--- src/rtl/can_pkg.sv ---
// rtl/can_pkg.sv - shared constants and state type for the CAN CRC-15 sequencer
package can_pkg;

  localparam int CAN_CRC_W = 15;
  localparam logic [CAN_CRC_W-1:0] CAN_CRC_POLY = 15'h4599;

  localparam int ID_W      = 11;
  localparam int DLC_W     = 4;
  localparam int CTRL_BITS = 6;
  localparam int DATA_W    = 64;
  localparam int CNT_W     = 7;

  // Frame bit indices (SOF is bit 0) of the last bit of each header field
  localparam int ARB_LAST  = ID_W + 1;              // id[10:0] then rtr
  localparam int CTRL_LAST = ARB_LAST + CTRL_BITS;  // IDE, r0, dlc[3:0]

  typedef enum logic [2:0] {
    ST_IDLE,
    ST_SOF,
    ST_ARB,
    ST_CTRL,
    ST_DATA,
    ST_FINISH
  } crc_seq_state_t;

endpackage

--- src/rtl/crc15_step.sv ---
// rtl/crc15_step.sv - combinational one-bit CAN CRC-15 update
module crc15_step
  import can_pkg::*;
#(
  parameter logic [CAN_CRC_W-1:0] POLY = CAN_CRC_POLY
) (
  input  logic                 bit_in,
  input  logic [CAN_CRC_W-1:0] crc_in,
  output logic [CAN_CRC_W-1:0] crc_out
);

  logic fb;

  // Feedback is the incoming bit against the register MSB; poly folds in when set
  always_comb begin
    fb      = bit_in ^ crc_in[CAN_CRC_W-1];
    crc_out = {crc_in[CAN_CRC_W-2:0], 1'b0} ^ (fb ? POLY : '0);
  end

endmodule

--- src/rtl/can_crc_sequencer.sv ---
// rtl/can_crc_sequencer.sv - CAN frame serializer driving a bit-serial CRC-15
module can_crc_sequencer
  import can_pkg::*;
#(
  parameter logic [CAN_CRC_W-1:0] CRC_POLY  = CAN_CRC_POLY,
  parameter logic [CAN_CRC_W-1:0] CRC_INIT  = 15'h0000,
  parameter int                   MAX_BYTES = 8
) (
  input  logic                 clk,
  input  logic                 rst_n,
  input  logic                 bit_en,
  input  logic                 start,
  input  logic                 abort,
  input  logic [ID_W-1:0]      id,
  input  logic                 rtr,
  input  logic [DLC_W-1:0]     dlc,
  input  logic [DATA_W-1:0]    data,
  input  logic                 check_en,
  input  logic [CAN_CRC_W-1:0] rx_crc,
  output logic                 busy,
  output logic                 bit_out,
  output logic                 bit_valid,
  output logic                 done,
  output logic [CAN_CRC_W-1:0] checksum,
  output logic                 crc_ok
);

  localparam logic [DLC_W-1:0] MAXB     = DLC_W'(MAX_BYTES);
  localparam logic [CNT_W-1:0] SOF_END  = '0;
  localparam logic [CNT_W-1:0] ARB_END  = CNT_W'(ARB_LAST);
  localparam logic [CNT_W-1:0] CTRL_END = CNT_W'(CTRL_LAST);
  // Offset so that (DATA_TOP - cnt) walks data from bit 63 down as cnt climbs past CTRL_END
  localparam logic [CNT_W-1:0] DATA_TOP = CNT_W'(CTRL_LAST + DATA_W);

  crc_seq_state_t          state;
  logic [CNT_W-1:0]        cnt;
  logic [CNT_W-1:0]        last_q;
  logic [ID_W-1:0]         id_q;
  logic                    rtr_q;
  logic [DLC_W-1:0]        dlc_q;
  logic [DATA_W-1:0]       data_q;
  logic [CAN_CRC_W-1:0]    rx_crc_q;
  logic                    check_q;
  logic [CAN_CRC_W-1:0]    crc_q;
  logic [CAN_CRC_W-1:0]    crc_next;
  logic [DLC_W-1:0]        nbytes;
  logic                    in_frame;
  logic [3:0]              arb_idx;
  logic [1:0]              dlc_idx;
  logic [5:0]              data_idx;

  // Covered data bytes for the descriptor being presented on the inputs
  always_comb begin
    nbytes = '0;
    if (!rtr) begin
      nbytes = (dlc > MAXB) ? MAXB : dlc;
    end
  end

  // Select the frame bit addressed by the bit counter; recessive outside a frame
  always_comb begin
    in_frame = (state == ST_SOF) || (state == ST_ARB) ||
               (state == ST_CTRL) || (state == ST_DATA);
    arb_idx  = 4'(ARB_END - 7'd1 - cnt);
    dlc_idx  = 2'(CTRL_END - cnt);
    data_idx = 6'(DATA_TOP - cnt);
    bit_out  = 1'b1;
    case (state)
      ST_SOF:  bit_out = 1'b0;
      ST_ARB:  bit_out = (cnt == ARB_END) ? rtr_q : id_q[arb_idx];
      ST_CTRL: bit_out = (cnt <= ARB_END + 7'd2) ? 1'b0 : dlc_q[dlc_idx];
      ST_DATA: bit_out = data_q[data_idx];
      default: bit_out = 1'b1;
    endcase
    bit_valid = bit_en & in_frame;
  end

  crc15_step #(
    .POLY(CRC_POLY)
  ) u_step (
    .bit_in (bit_out),
    .crc_in (crc_q),
    .crc_out(crc_next)
  );

  // Frame sequencing: latch descriptor, step one bit per tick, publish result
  always_ff @(posedge clk or negedge rst_n) begin
    if (!rst_n) begin
      state    <= ST_IDLE;
      cnt      <= '0;
      last_q   <= '0;
      id_q     <= '0;
      rtr_q    <= 1'b0;
      dlc_q    <= '0;
      data_q   <= '0;
      rx_crc_q <= '0;
      check_q  <= 1'b0;
      crc_q    <= CRC_INIT;
      busy     <= 1'b0;
      done     <= 1'b0;
      checksum <= CRC_INIT;
      crc_ok   <= 1'b0;
    end else begin
      done <= 1'b0;
      if (abort) begin
        // Cancel wins over everything, including a simultaneous start
        state <= ST_IDLE;
        busy  <= 1'b0;
        cnt   <= '0;
      end else begin
        case (state)
          ST_IDLE: begin
            if (start) begin
              id_q     <= id;
              rtr_q    <= rtr;
              dlc_q    <= dlc;
              data_q   <= data;
              rx_crc_q <= rx_crc;
              check_q  <= check_en;
              last_q   <= CTRL_END + {nbytes, 3'b000};
              crc_q    <= CRC_INIT;
              cnt      <= '0;
              busy     <= 1'b1;
              state    <= ST_SOF;
            end
          end
          ST_SOF, ST_ARB, ST_CTRL, ST_DATA: begin
            if (bit_en) begin
              crc_q <= crc_next;
              cnt   <= cnt + 7'd1;
              if (cnt == last_q) begin
                state    <= ST_FINISH;
                done     <= 1'b1;
                checksum <= crc_next;
                crc_ok   <= check_q && (crc_next == rx_crc_q);
              end else begin
                case (state)
                  ST_SOF:  if (cnt == SOF_END)  state <= ST_ARB;
                  ST_ARB:  if (cnt == ARB_END)  state <= ST_CTRL;
                  ST_CTRL: if (cnt == CTRL_END) state <= ST_DATA;
                  default: ;
                endcase
              end
            end
          end
          ST_FINISH: begin
            state <= ST_IDLE;
            busy  <= 1'b0;
            cnt   <= '0;
          end
          default: begin
            state <= ST_IDLE;
            busy  <= 1'b0;
          end
        endcase
      end
    end
  end

endmodule

--- config.mk ---
export PLATFORM = sky130hd
export DESIGN_NAME = can_crc_sequencer
export DESIGN_NICKNAME = d
export VERILOG_FILES = /design/src/rtl/can_pkg.sv /design/src/rtl/crc15_step.sv /design/src/rtl/can_crc_sequencer.sv
export SDC_FILE = /design/constraint.sdc
export NUM_CORES = 1
export LEC_CHECK = 0
export CORE_MARGIN = 2
export CORE_UTILIZATION = 44
export DETAILED_ROUTE_END_ITERATION = 7
export PLACE_DENSITY_LB_ADDON = 0.2
export SLEW_MARGIN = 25
export SYNTH_ARGS = -nofsm -noshare
export SYNTH_HDL_FRONTEND = slang
export SYNTH_HIERARCHICAL = 1
export SYNTH_SLANG_ARGS = --single-unit
--- constraint.sdc ---
create_clock -name clk -period 4.2 [get_ports clk]
set_input_delay 0.84 -clock clk [delete_from_list [all_inputs] [get_ports clk]]
set_output_delay 0.84 -clock clk [all_outputs]
set_load 0.05 [all_outputs]
==> run metrics, run 1 <==
Port Buf Inserts 120; Hold Vio Cnt, Final 0; Synth Cell Area 6860 um2; Most used DFF post-synth dfrtp_1; share of layout cells above drive strength 1 32.5%; most frequent cells after synthesis 144 x dfrtp_1, 115 x mux2_2, 24 x xnor2_1; Critical Path Sink Type output pin; site row count 45; Yosys top cell area share 52.5%; FMAX 0.246 GHz; core area 15,200 um2; NetSw 0.00199 W; Hold/Removal Path Class in -> async; Final min period 4070 ps; Final Hold Slack 480 ps; CP arrival 3230 ps; Root Driver clkbuf_16; total CTS buffers 17; Final HPWL DP 10,300 um; yosys warns 6; Yosys top cell by area dfrtp_1; via/cell ratio 5.41; vias in the first global route 4,819; global route total overflow 0; final net count 723; Post-synth ARST share 100%; Seq pwr share 38.1%; TNS Setup 0 ps; crit path max fanout 9; Vias 4,416; area grow syn2layout 30.5%; EDFF count, synth 0; layer with the highest usage met2; Ports 121; final WL 14,700 um; Reg2Reg Depth 13; Int Pwr 0.00435 W; largest cells by area after synthesis dfrtp_1 52%, mux2_2 19%, mux4_2 6.9%; Synthesized Nets 606; CTS tree yes; Worst-Skew Late Latency 430 ps; Finished Core Util 58.9%; Remaining DRCs 0; 1st-iter DRT viols 249; initial antenna violation count 0; post-layout power 0.00634 W; die height 129 um; Placer Congestion 0.860; diode count 0; largest net degree at the start of global routing 91; Synth Register Bits 144; reg2reg setup slack 150 ps; Chip Width 129 um; GR Util met1 26.4%; # H-tree levels 4; Power Density 707 nW/um2; final count of negative-setup-slack endpoints 0; register area share after synthesis 52.5%; hold buffers post-CTS 0; VDD IR max 0.329 mV; GRT Total Usage 19.5%; Netlist cell types 43; Critical Path RT 3360 ps; Global Route met2 Usage 31.2%; kind of critical path reg -> out; Tcrit/Tclk final 96.9%; Pleak 3.76 nW; Antenna Nets Post-Route 0; Starting Density 45.2%; status finished clean; clock-pin slew on the worst setup and hold paths 60 ps; most common cell in the synthesized netlist dfrtp_1; die area 16,600 um2; Sw Ratio 31.3%; clk sinks 144; Avg Inst Size Synth 13.8 um2; Clock Skew 14.1 ps; worst-case clock buffer depth 2; Max-slew headroom 45.7%; Synth Instances 498; DR pass1 iterations 5; Combinational Power Share 36.8%; worst slew pin tran 815 ps; setup repair after global routing missed its margin false; clock network fraction of design power 25.2%; wire length per cell 18.0 um; first-pass GRT wire length 24,800 um; Critical Path Source Type register; global routing usage on met3 4.91%; Max Transition Viols Final 0; max_cap viols 0
## layer usage
layer / wire (um) / vias up
li1: - / 2043
met3: 598 / 18
met4: 191 / 0
met5: 0 / -
met1: 6730 / 2244
met2: 7200 / 111
## worst paths after layout
kind                            from    endpoint
setup reg to reg              cnt[0]      crc_ok
min in group clk           last_q[1]   last_q[1]
max in group asynchronous      rst_n  data_q[58]
setup / recovery              cnt[0]     bit_out
hold / removal                 rst_n     id_q[2]
hold reg to reg            last_q[1]   last_q[1]
## repair_timing
action                                  CTS  global route
buffers inserted                          2             1
pin swaps                                 2             5
endpoints found under the setup margin    2             2
resized for setup                         2            14
hold endpoints to repair                  0             0
## worst max-delay path: stages (launching register included)
cell and delay [ps]:
dfrtp_2 420, inv_1 150, ha_4 360, mux4_2 300
mux4_2 470, mux2_2 270, a222oi_1 540, o21ai_4 110
buf_6 180
## placed cells by master, fill, tap and decap left out, types with 6 or more instances in the layout
master and instances:
nand4_1 11, a21oi_1 8, buf_4 13, xnor2_1 21, dfrtp_1 143, a22o_1 16
clkdlybuf4s50_1 118, mux2_2 115, nand3_1 14, clkbuf_16 17, inv_1 6, o21ai_0 17
nand2_1 15, nor2_1 10, ha_1 6, mux4_2 21
## state kept, by name, indices dropped and copies added, names as in the netlist
register,cells
busy,1
check_q,1
checksum,15
cnt,7
crc_ok,1
crc_q,15
data_q,64
dlc_q,4
done,1
id_q,11
last_q,5
rtr_q,1
rx_crc_q,15
state,3
## power by group through the flow
| stage | clock network, W | registers, W | logic [W] |
|---|---|---|---|
| 4_1_cts | 0.00163 | 0.00241 | 0.00228 |
| 3_3_place_gp | 0 | 0.00241 | 0.00216 |
| 6_report | 0.00160 | 0.00241 | 0.00233 |
| 2_1_floorplan | 0 | 0.00238 | 0.00171 |
| 3_5_place_dp | 0 | 0.00243 | 0.00222 |
| 5_1_grt | 0.00168 | 0.00249 | 0.00253 |
## area by class of cell
cell class | count | area, um2
timing repair buffer | 136 | 1340
inverter | 6 | 22.5
sequential | 144 | 3600
clock inverter | 13 | 183
fill | 1232 | 6250
clock buffer | 19 | 443
multi-input combinational | 310 | 3120
tap | 188 | 235
## stage by stage
step,cell area (um2),cells,worst slack (ps)
after floorplan,6880,498,26.0
after global placement,8230,781,113
after detailed placement,8230,781,26.2
after CTS,8880,815,1.50
after global routing,8950,816,5.71
final,8950,816,129
## kinds of logic after synthesis
logic type | share of synthesized area (%)
DFF | 52.5
and+or+nand+nor | 5.63
adders and majority gates | 1.28
buffers and inverters | 3.24
AOI/OAI and AO/OA | 5.25
muxes | 26.3
xor gates and xnor gates | 5.76
Power figures use the tool's default switching activity.
==> run 2: changes to the inputs <==
CORE_MARGIN = not set   (was 2)
MAX_ROUTING_LAYER = met4   (was not set)
==> run 2 against run 1 <==
- sequential cell count is the same
- cell count grew 0.37%
- count of clock-buffer cells in the layout grew 2
- worst setup slack lost 93 ps
- final area grew 0.49%
==> run metrics, run 2 (synthesis results as in run 1) <==
status finished clean; total CTS buffers 17; pre-CTS WS 23.0 ps; final net count 727; Final min period 4160 ps; GRT Total Usage 20.9%; max reg flops 64; area grow syn2layout 31.1%; site row count 45; RR Startpoint cnt[0]; CP max-delay cell a222oi_1; Critical Path Sink Type output pin; global routing usage on met3 5.27%; share of layout cells above drive strength 1 31.7%; clk sinks 144; Critical Path Stages 9; Pleak 3.77 nW; crit path max fanout 4; via/cell ratio 5.46; Hold/Removal Path Class in -> async; Worst Setup EP bit_out; first-pass GRT wire length 25,100 um; Chip Width 127 um; TNS Setup 0 ps; VDD IR max 0.380 mV; most common cell after layout, fill and taps aside dfrtp_1; Remaining DRCs 0; commonest cells after routing, fill and taps aside 142 x dfrtp_1, 118 x clkdlybuf4s50_1, 115 x mux2_2; Global Route met2 Usage 32.5%; reg2reg setup slack 60 ps; Clock Skew 6.03 ps; # H-tree levels 4; Vias 4,475; kind of critical path reg -> out; Power Density 713 nW/um2; Finished Core Util 59.2%; Worst R2R End crc_ok; vias in the first global route 4,864; CTS tree yes; 1st-iter DRT viols 280; Root Driver clkbuf_16; Ports 121; DR pass1 iterations 4; slowest cell delay on critical path 520 ps; Max Transition Viols Final 0; Critical Path Source Type register; Reg2Reg Depth 14; Most common cell on crit path mux4_2; worst slew pin tran 922 ps; worst-case clock buffer depth 2; Final HPWL DP 10,200 um; Max-slew headroom 38.5%; Critical Path RT 3360 ps; global route total overflow 0; diode count 0; final worst setup slack 36.2 ps; Port Buf Inserts 120; wire length per cell 18.1 um; Crit. Startpoint cnt[0]; CP Cell Sequence clkinvlp_4 -> ha_4 -> buf_2 -> mux4_2 -> mux4_2 -> mux2_2 -> a222oi_1 -> o21ai_4 -> buf_4; final count of negative-setup-slack endpoints 0; post-layout power 0.00642 W; Starting Density 45.2%; die area 16,100 um2; CP arrival 3320 ps; clock-pin slew on the worst setup and hold paths 60 ps; largest net degree at the start of global routing 99; core area 15,200 um2; final WL 14,900 um; Worst-Skew Late Latency 420 ps; max_cap viols 0; Antenna Nets Post-Route 0; Hold Vio Cnt, Final 0; Filler Cells Inserted 1,204; layer with the highest usage met2; FMAX 0.240 GHz; CP delay by family, top multiplexers; hold buffers post-CTS 0; Largest Register data_q; CP Buf/Inv Count 3; Placer Congestion 0.847; die height 127 um; Tcrit/Tclk final 99.1%; GR Util met1 26.7%; initial antenna violation count 0
## run 2: report_power, final
part | internal (W) | total (W) | switching [W] | leakage, nW
Clock | 0.00114 | 0.00172 | 0.000574 | 0.324
Combinational | 0.00132 | 0.00229 | 0.000967 | 1.67
Sequential | 0.00199 | 0.00242 | 0.000425 | 1.77
Total | 0.00445 | 0.00642 | 0.00197 | 3.77
## run 2: per-stage QoR
stage | instances | instance area, um2 | hold slack, ps
floorplan | 498 | 6880 | 456
global placement | 781 | 8230 | 476
detailed placement | 781 | 8230 | 489
CTS | 813 | 8930 | 503
global route | 819 | 9000 | 514
finish | 819 | 9000 | 484
## run 2: layer usage
layer	vias up	part of all wire, %
met4	0	1.5
met3	20	4.6
met2	123	49
li1	2060	-
met1	2272	45
met5	-	0
## run 2: final cells by class
class / instances / area [um2] / area share, %
clock buffer: 21 / 460 / 5.12
clock inverter: 10 / 206 / 2.29
inverter: 6 / 26.3 / 0.292
multi-input combinational: 310 / 3090 / 34.3
sequential: 144 / 3610 / 40.1
tap: 188 / 235 / 2.61
timing repair buffer: 140 / 1380 / 15.3
## run 2: worst reg2reg max path, stage by stage (launching register included)
cell	delay, ps
dfrtp_2	430
clkinvlp_4	160
ha_4	310
buf_2	160
mux4_2	300
mux4_2	460
mux2_2	270
a222oi_1	520
o21ai_4	100
buf_4	200
xor3_1	410
xnor2_1	160
nand4_1	130
nor4_2	300
mux2_2	190
## run 2: how the worst min path moves through the flow
stage	end	start	slack, ps	depth (start not counted)
6_report	id_q[0]	rst_n	480	1
5_1_grt	data_q[0]	data_q[0]	510	1
4_1_cts	last_q[1]	last_q[1]	500	1
3_5_place_dp	last_q[1]	last_q[1]	490	1
3_3_place_gp	last_q[1]	last_q[1]	480	1
2_1_floorplan	last_q[1]	last_q[1]	460	1
## run 2: repair_timing
item                       4_1_cts  5_1_grt
pin swaps                        2        6
buffers inserted                 1        6
setup endpoints to repair        2        2
resized for setup                5        4
==> RTL change (settings of run 1) <==
The 6 states of `crc_seq_state_t` get a one-hot encoding in 6 bits.
--- a/src/rtl/can_pkg.sv
+++ b/src/rtl/can_pkg.sv
@@ -14,13 +14,13 @@
   localparam int ARB_LAST  = ID_W + 1;              // id[10:0] then rtr
   localparam int CTRL_LAST = ARB_LAST + CTRL_BITS;  // IDE, r0, dlc[3:0]
 
-  typedef enum logic [2:0] {
-    ST_IDLE,
-    ST_SOF,
-    ST_ARB,
-    ST_CTRL,
-    ST_DATA,
-    ST_FINISH
+  typedef enum logic [5:0] {
+    ST_IDLE   = 6'b000001,
+    ST_SOF    = 6'b000010,
+    ST_ARB    = 6'b000100,
+    ST_CTRL   = 6'b001000,
+    ST_DATA   = 6'b010000,
+    ST_FINISH = 6'b100000
   } crc_seq_state_t;
 
 endpackage
Check against the original RTL: no difference found for any inputs over 10 cycles, from zero or initial values and one cycle with rst_n low; not proved beyond that.
==> RTL change against run 1 <==
Routed wire length rose by 14%; utilization decreased by 1.6 points; area after synthesis up 5.7%; worst setup slack better by 0.071 ns; final area is 2.5% higher; critical path depth grew 2; sequential cell count increased by 3; highest routed layer unchanged.
Power is not compared: it rests on default switching activity, and its combinational part moved more than twofold at a synthesized area within 25%.
==> RTL change: results (changes against run 1) <==
Outcome
  • Outcome: completed (unchanged)

STA
  • Worst-Margin Slew: 0.926 ns (was 0.815 ns)
  • Final Skew: 0.00695 ns (was 0.0141 ns)
  • Period utilization: 0.952 (was 0.969)

Placed design
  • Dpl ws: 0.290 ns (was 0.0262 ns)
  • # port buffers: 120 (unchanged)
  • Area after DPL: 8570 um^2 (was 8230 um^2)
  • Post-DP HPWL: 12100 um (was 10300 um)
  • RD Place Congestion: 0.853 (was 0.860)

Logic synthesis
  • Mapped Nets: 870 (was 606)
  • Synth Flop Type: dfrtp_1 (unchanged)
  • Synth top area cells: dfrtp_1, nand2_1, mux4_2, xnor2_1, o21ai_0 (was dfrtp_1, mux2_2, mux4_2, xnor2_1, xor3_1)
  • Netlist cell types: 53 (was 43)
  • Register area share after synthesis: 0.507 (was 0.525)
  • Asr flop ratio synth: 1.00 (unchanged)
  • Top cells by count, synth: nand2_1, dfrtp_1, clkbuf_1 (was dfrtp_1, mux2_2, xnor2_1)

GRT
  • Vias in the first global route: 5548 (was 4819)
  • Initial antenna violation count: 0 (unchanged)
  • Largest net degree at the start of global routing: 99 (was 91)
  • First-pass GRT wire length: 27800 um (was 24800 um)
  • Global Route Usage Sum: 0.200 (was 0.195)

Clocking
  • Root buffer cell: clkbuf_16 (unchanged)
  • Clock-pin slew on the worst setup and hold paths: 0.06 ns (about the same)
  • H-tree depth: 4 (unchanged)
  • Post-CTS Resized: 0 (was 2)
  • Postcts setup bufs: 0 (was 2)

Routing
  • Met2 WL: 8040 um (was 7200 um)
  • Met3 routed WL: 777 um (was 598 um)
  • Top routing layer used: met4 (unchanged)
  • Metal-1 WL: 7640 um (was 6730 um)
  • Pre-Repair DR Iteration Count: 6 (was 5)
  • Initial DRC Count: 321 (was 249)
  • DRT Wirelength: 16700 um (was 14700 um)
  • Routed vias/inst: 5.01 (was 5.41)

Worst setup path
  • Crit-path max cell delay: 0.51 ns (was 0.54 ns)
  • Reg2reg setup slack: 0.25 ns (was 0.15 ns)
  • Slowest-stage cell, CP: dfrtp_1 (was a222oi_1)
  • Critical path arrival: 3.16 ns (was 3.23 ns)
  • Crit path max fanout: 10 (was 9)
  • Cell family with most CP delay: buffers and inverters (was multiplexers)

Layout
  • Number of nets in the layout: 966 (was 723)
  • ANT cells: 0 (unchanged)
  • Share of post-route cells with drive strength above 1: 0.101 (was 0.325)
  • Largest reg by FF count: data_q (unchanged)
  • Filler cell count: 1444 (was 1232)
  • Largest register FFs: 64 (unchanged)

Power
  • Static leakage: roughly 4.3 nW
  • Peak supply drop: between 0.2 and 0.3 mV

Hold path
  • Hold crit path type: reg2reg (was in2async)
-- RTL change: final cells by class --
cell class | count | share of cell area
clock inverter | 11 | 0.0166
timing repair buffer | 130 | 0.139
inverter | 7 | 0.00286
clock buffer | 20 | 0.0498
multi-input combinational | 555 | 0.361
tap | 216 | 0.0295
sequential | 147 | 0.401
-- RTL change: worst paths after layout --
| check | start | to | depth (start not counted) |
|---|---|---|---|
| worst min-delay path | id_q[3] | id_q[3] | 2 |
| worst max register to register | cnt[2] | crc_ok | 14 |
| max in group asynchronous | rst_n | rx_crc_q[14] | 2 |
| worst max-delay path | cnt[2] | bit_out | 10 |
| worst min register to register | id_q[3] | id_q[3] | 2 |
| min in group asynchronous | rst_n | id_q[0] | 1 |
-- RTL change: kinds of logic after synthesis --
kind of cell,after synthesis,synth area share
adder cells (fa/ha/maj),7,0.0121
XOR/XNOR,34,0.0534
multiplexers,48,0.105
buffers and inverters,60,0.0390
flip-flops,147,0.507
AO/OA/AOI/OAI,60,0.0540
AND/OR/NAND/NOR,406,0.230
-- RTL change: power breakdown --
group | internal (mW) | leakage, nW | switching [mW]
clock network | 0.966 | 0.300 | 0.591
logic | 0.549 | 2.08 | 0.570
registers | 1.86 | 1.89 | 0.313
-- RTL change: tightest hold or removal path: cells and delay by family (launching register included) --
| family | cells | cell delay [ns] |
|---|---|---|
| and+or+nand+nor | 2 | 0.10 |
| DFF | 1 | 0.34 |
-- RTL change: layer usage --
layer / vias to the layer above / global-route usage
met5: - / 0
met4: 0 / 0.0621
met3: 24 / 0.0433
met2: 148 / 0.321
met1: 2598 / 0.272
li1: 2676 / -
-- RTL change: through the flow --
step | util | hold WS, ns | cells | total power, mW
2_1_floorplan | - | 0.433 | 762 | 2.92
4_1_cts | 0.573 | 0.470 | 1086 | 4.90
5_1_grt | 0.573 | 0.484 | 1086 | 5.15
3_3_place_gp | 0.535 | 0.447 | 1055 | 3.29
3_5_place_dp | 0.535 | 0.455 | 1055 | 3.33
6_report | 0.573 | 0.468 | 1086 | 4.85
